File: src/rtl/serial_adder_ctrl.sv
// Bit-serial a+b+cin adder with IDLE/RUN/DONE sequencing, one full-adder cell and one carry flop.
// Optional two's-complement overflow output: define SERIAL_ADDER_OVERFLOW_EN.
//
// state  | meaning
// IDLE   | waiting for start; result registers hold the last answer
// RUN    | one result bit per edge, LSB first, WIDTH edges in total
// DONE   | single-cycle completion pulse, then back to IDLE
module serial_adder_ctrl #(
  parameter int WIDTH = 8
) (
  input  logic             clock,
  input  logic             reset,
  input  logic             start,
  input  logic [WIDTH-1:0] a,
  input  logic [WIDTH-1:0] b,
  input  logic             cin,
  output logic             busy,
  output logic             done,
  output logic [WIDTH-1:0] sum,
  output logic             cout
`ifdef SERIAL_ADDER_OVERFLOW_EN
  ,
  output logic             overflow
`endif
);

  localparam int CW = $clog2(WIDTH + 1);

  typedef enum logic [1:0] {
    S_IDLE = 2'd0,
    S_RUN  = 2'd1,
    S_DONE = 2'd2
  } state_t;

  state_t           r_state;
  state_t           w_next;
  logic [WIDTH-1:0] r_a;
  logic [WIDTH-1:0] r_b;
  logic [WIDTH-1:0] r_sum;
  logic             r_carry;
  logic             r_cout;
  logic [CW-1:0]    r_cnt;
  logic             w_accept;
  logic             w_last;
  logic             w_s;
  logic             w_c;

  assign w_s      = r_a[0] ^ r_b[0] ^ r_carry;
  assign w_c      = (r_a[0] & r_b[0]) | (r_a[0] & r_carry) | (r_b[0] & r_carry);
  assign w_last   = (r_cnt == CW'(WIDTH - 1));
  assign w_accept = (r_state == S_IDLE) && start;

  always_ff @(posedge clock or posedge reset) begin
    if (reset) r_state <= S_IDLE;
    else       r_state <= w_next;
  end

  always_comb begin
    w_next = r_state;
    busy   = 1'b0;
    done   = 1'b0;
    case (r_state)
      S_IDLE: if (start) w_next = S_RUN;
      S_RUN: begin
        busy = 1'b1;
        if (w_last) w_next = S_DONE;
      end
      S_DONE: begin
        busy   = 1'b1;
        done   = 1'b1;
        w_next = S_IDLE;
      end
      default: w_next = S_IDLE;
    endcase
  end

  // Operands shift right so the full-adder cell always sees bit 0.
  always_ff @(posedge clock or posedge reset) begin
    if (reset) begin
      r_a     <= '0;
      r_b     <= '0;
      r_sum   <= '0;
      r_carry <= 1'b0;
      r_cout  <= 1'b0;
      r_cnt   <= '0;
    end else if (w_accept) begin
      r_a     <= a;
      r_b     <= b;
      r_sum   <= '0;
      r_carry <= cin;
      r_cout  <= 1'b0;
      r_cnt   <= '0;
    end else if (r_state == S_RUN) begin
      r_a     <= {1'b0, r_a[WIDTH-1:1]};
      r_b     <= {1'b0, r_b[WIDTH-1:1]};
      r_sum   <= {w_s, r_sum[WIDTH-1:1]};
      r_carry <= w_c;
      r_cnt   <= r_cnt + CW'(1);
      if (w_last) r_cout <= w_c;
    end
  end

  assign sum  = r_sum;
  assign cout = r_cout;

`ifdef SERIAL_ADDER_OVERFLOW_EN
  logic r_ovf;

  // On the MSB step r_carry is the carry into the MSB and w_c the carry out of it.
  always_ff @(posedge clock or posedge reset) begin
    if (reset)                          r_ovf <= 1'b0;
    else if (w_accept)                  r_ovf <= 1'b0;
    else if (r_state == S_RUN && w_last) r_ovf <= r_carry ^ w_c;
  end

  assign overflow = r_ovf;
`endif

endmodule

File: config.mk
export PLATFORM = sky130hd
export DESIGN_NAME = serial_adder_ctrl
export DESIGN_NICKNAME = d
export VERILOG_FILES = /design/src/rtl/serial_adder_ctrl.sv
export SDC_FILE = /design/constraint.sdc
export NUM_CORES = 1
export LEC_CHECK = 0
export ABC_AREA = 1
export CAP_MARGIN = 10
export CORE_UTILIZATION = 50
export DETAILED_ROUTE_END_ITERATION = 12
export PLACE_DENSITY = 0.8
export SYNTH_ARGS = -nofsm -noshare
export SYNTH_HDL_FRONTEND = slang
export SYNTH_SLANG_ARGS = --single-unit
export TNS_END_PERCENT = 20
File: constraint.sdc
create_clock -name clock -period 1.7 [get_ports clock]
set_clock_uncertainty 0.15 [all_clocks]
set_input_delay 0.34 -clock clock [delete_from_list [all_inputs] [get_ports clock]]
set_output_delay 0.34 -clock clock [all_outputs]
set_load 0.1 [all_outputs]
**Yosys cells after proc, flatten, opt, wreduce, memory -nomap -nowiden**

Index checks and enable logic that the tools add are counted.

- Register bits: 32
- Bits of input ports: 20
- Output and inout bits: 11
- Word-level logic and storage cells: 45

- $add $sub $neg: 1
- Equality and inequality tests: 5
- Mux-type cells: 18
- Bitwise gates (word level): 7
- Reduce and logical (&&, ||, !) cells: 7

Operators with widths:

| operator | count |
|---|---|
| 8-bit two-way mux | 6 |
| 4-bit two-way mux | 2 |
| 1-bit two-way mux | 7 |
| 4-bit by 1-bit adder with 4-bit output (second input constant) | 1 |
| 4-bit by 3-bit == test with 1-bit output (second input constant) | 1 |
| 2-bit two-way mux | 2 |
| 2-bit != test (second input constant) | 2 |
| 2-bit one-hot mux with 2 select lines | 1 |
| 2-bit AND reduction | 2 |
| 2-bit nonzero test | 2 |
| 1-bit AND | 3 |
| 2-bit by 1-bit == test with 1-bit output (second input constant) | 1 |
| 2-bit == test (second input constant) | 1 |
| 2-bit logical NOT | 1 |
| 1-bit bitwise OR | 2 |
| 2-bit OR reduction | 1 |
| 1-bit bitwise XOR | 2 |
| 1-bit logical AND | 1 |

**Longest topological paths before layout**

Gate-level depths: netlist of the first run.

- Depth in word-level cells: 6
- Mapped depth: 8
- Depth with buffers taken out: 7

**Worst setup path after synthesis of the first run**

Ideal clock, no wire load.

- Kind: register to output
- Start point: register r_state[0]
- End point: output busy
- Data arrival time: 1.286 ns
- Data required time: 1.210 ns
- Slack: -0.076 ns
- Cell stages (with the launch flop): 3
- Buffers on the path: 0
- Path through: dfrtp_1 -> inv_1 -> ha_1

- Word-level cells in the longest chain between the ends: 3
- Elaborated cells between the ends (all ways): 4
- Those cells by class: eq/ne: 2; mux: 1; reduce/logical: 1

RTL lines:

| what | RTL line | text |
|---|---|---|
| start: declaration | 35 | `state_t r_state;` |
| start signal: assignment | 55 | `else r_state <= w_next;` |
| 2-bit by 1-bit == test with 1-bit output or 2-bit == test (tied branches) | 62 | `case (r_state)` |
| 2-bit OR reduction (no line) (*) | n/a |  |
| 1-bit two-way mux (*) | 62 |  |
| end: declaration | 17 | `output logic busy,` |

Every way passes the cells marked *; elsewhere a longest branch is shown, timed or not.

**Final worst setup path of the first run**

Same ends and word-level chain as after synthesis.

==> results of run 1 <==
[timing repair]
item	4_1_cts	5_1_grt
pin swaps	0	1
gates cloned	0	0
resized for setup	4	1
setup buffers	3	0
endpoints found under the setup margin	2	2
[layer usage]
metal / vias to the layer above / GRT usage
met5: - / 0
met3: 9 / 0.0703
li1: 632 / -
met1: 624 / 0.275
met2: 44 / 0.373
met4: 0 / 0.0871
[worst max-delay path, cell delays in order, from the launching register on]
cell and delay, ns:
dfrtp_1 0.38, inv_2 0.08, ha_4 0.28, buf_12 0.16
[kinds of logic (layout without fill, tap and decap cells)]
group / after synthesis / in the layout / synth area share
compound gates: 16 / 16 / 0.0628
buf+inv: 23 / 63 / 0.0677
xor+xnor: 2 / 2 / 0.0116
simple gates: 92 / 92 / 0.267
flops: 32 / 32 / 0.528
fa+ha+maj: 7 / 7 / 0.0628
[through the flow]
stage	worst slack, ns	instances
floorplan	-0.0667	172
global placement	0.106	232
detailed placement	0.0486	232
CTS	-0.0283	243
global route	-0.0717	243
finish	-0.0295	243
[cell type report]
| class | instances | area (sq um) |
|---|---|---|
| Sequential cell | 32 | 801 |
| Fill cell | 208 | 713 |
| Multi-Input combinational cell | 117 | 637 |
| Timing Repair Buffer | 40 | 498 |
| Inverter | 15 | 56.3 |
| Clock buffer | 6 | 51.3 |
| Tap cell | 31 | 38.8 |
| Clock inverter | 2 | 10.0 |
[synth_stat cells]
cell type / count
nand2_1: 45
nand3_1: 35
dfrtp_1: 32
inv_1: 13
nor2_1: 8
o21ai_0: 8
buf_2: 7
ha_1: 6
a21oi_1: 4
o211ai_1: 3
inv_2: 2
a211oi_2: 1
buf_6: 1
fa_1: 1
nand2_2: 1
nand2_4: 1
nand4_1: 1
or2_0: 1
xnor2_1: 1
xor2_1: 1
[cells in the final DEF (no fill, tap or decap), types with 2 or more instances in the layout]
cell | Yosys | routed
clkinv_2 | 0 | 2
a21oi_1 | 4 | 4
o21ai_0 | 8 | 8
inv_2 | 2 | 4
clkbuf_4 | 0 | 5
ha_4 | 0 | 2
dfrtp_1 | 32 | 32
nand3_1 | 35 | 35
inv_1 | 13 | 11
buf_12 | 0 | 12
buf_4 | 0 | 9
o211ai_1 | 3 | 3
nor2_1 | 8 | 8
clkdlybuf4s50_1 | 0 | 19
ha_1 | 6 | 4
nand2_1 | 45 | 45
[how the worst min path moves through the flow]
| stage | startpoint | end | slack [ns] | depth (start not counted) |
|---|---|---|---|---|
| 2_1_floorplan | r_a[7] | r_a[7] | 0.29 | 2 |
| 3_3_place_gp | r_a[7] | r_a[7] | 0.31 | 2 |
| 3_5_place_dp | r_a[7] | r_a[7] | 0.31 | 2 |
| 4_1_cts | reset | r_a[7] | 0.18 | 3 |
| 5_1_grt | reset | cout | 0.20 | 3 |
| 6_report | reset | r_a[1] | 0.18 | 3 |
[power by group]
part | leakage [uW] | total [uW] | internal (uW) | switching (uW)
Combinational | 0.000545 | 2720 | 994 | 1730
Sequential | 0.000411 | 1330 | 1090 | 240
Clock | 0.0000380 | 463 | 197 | 266
[flip-flops by register name, indices dropped and copies added (netlist names)]
signal / cells
cout: 1
r_a: 8
r_b: 8
r_carry: 1
r_cnt: 4
r_state: 2
sum: 8
==> metrics, run 1 <==
Reg-to-Reg End=r_a[3]; vias in the first global route=1305; Yosys warning count=0; Mapped Avg Cell Area=a little under 9 sq um; R2R Setup Slk=approximately 0.1 ns; fin area=~2100 sq um; failing checks=DRC, setup timing; total power=roughly 4500 uW; Final Util=0.746; ANT cells=0; vias after detailed routing=~1300; clock latency on the worst-skew pair=0.34 ns; Fmax=~0.58 GHz; outcome=complete, but fails checks; GPL Wtd Cong=about 0.78; Cells after Synth=about 170; htree depth=2; initial cell density of the core=0.540; I/O pin count=31; worst relative slew slack=0.854; TritonRoute pass-1 iters=8; Leak Pwr=just under 0.001 uW; Worst-Margin Slew=approximately 0.22 ns; Syn Nets=between 150 and 200; area fraction of the dominant cell type after synthesis=0.528; final wirelength=between 3000 and 4000 um; post-synth top area cell=dfrtp_1; port bufs=30; Yosys reg bits=32; Die ar.=approximately 3300 sq um; Core ar.=approximately 2800 sq um; Met1 Wirelength=~1400 um; drc violations=2; hold_ws=about 0.18 ns; largest net degree at the start of global routing=33; fin. max-slew vios=0; clock root buffer=clkbuf_4; Antenna Nets Post-Route=0; Top Layer Used=met4; Hold-fix buffers, CTS=0; drt wl/cell=around 14 um; Area after DPL=~2000 sq um; clk buf depth=2; worst hold path class=input pin to asynchronous set/reset pin; CTS tree=yes; setup TNS=-0.0295 ns; fin worst setup slack=-0.0295 ns; synth top area cells=dfrtp_1 (53%), nand3_1 (12%), nand2_1 (11%), ha_1 (5.0%), inv_1 (3.2%); Via density=approximately 5.4; height of the die=approximately 57 um; Inserted Clock Buffers=5; Chip Width=57.1 um; crit path capture type=primary output; WP data required=between 1 and 1.5 ns; DR iter-0 viols=80; met3 WL=205 um; CP endpoint=busy; pwr/cell area=between 2000 and 2500 nW/um^2; FP Rows=19; max-cap violation count=0; CP startpoint=r_state[0]; Seq/Total Area, Yosys=0.528; global-route wire length before repair=about 5500 um; final setup violation count=1; met2 wire len=1690 um; layout cells sized above 1=0.179; Final period util=1.02; clock-pin slew on the worst setup and hold paths=roughly 0.11 ns; post-synthesis cell type count=20; Total GRT Usage=0.225; maximum fanout along the worst path=3; reg-to-reg startpoint=r_state[0]; r2r worst-path depth=7; synthesized cell area=1520 sq um; Startpoint Class=flop; HPWL after DPL=2370 um; Area Overhead vs Synth=38.1%; RSZ-0062 raised after global routing=true; endpoints failing hold=0; clock sink count=32; crit path kind=flop to primary output; maximum VDD drop=between 2 and 2.5 mV; initial antenna violation count=0; Overflow after GRT=0; Worst EP arrival=approximately 1.2 ns; Tmin final=~1.7 ns; Nets=238
(Power assumes the default switching activity.)
==> run 2, diff against run 1 <==
- SLEW_MARGIN: default -> 10
==> results of run 2 <==
No change in the layout: final DEF, timing and power equal those of run 1.
==> run 3, diff against run 2 <==
- CTS_CLUSTER_DIAMETER: default -> 30
==> results of run 3 <==
No change in the layout: final DEF, timing and power equal those of run 1.
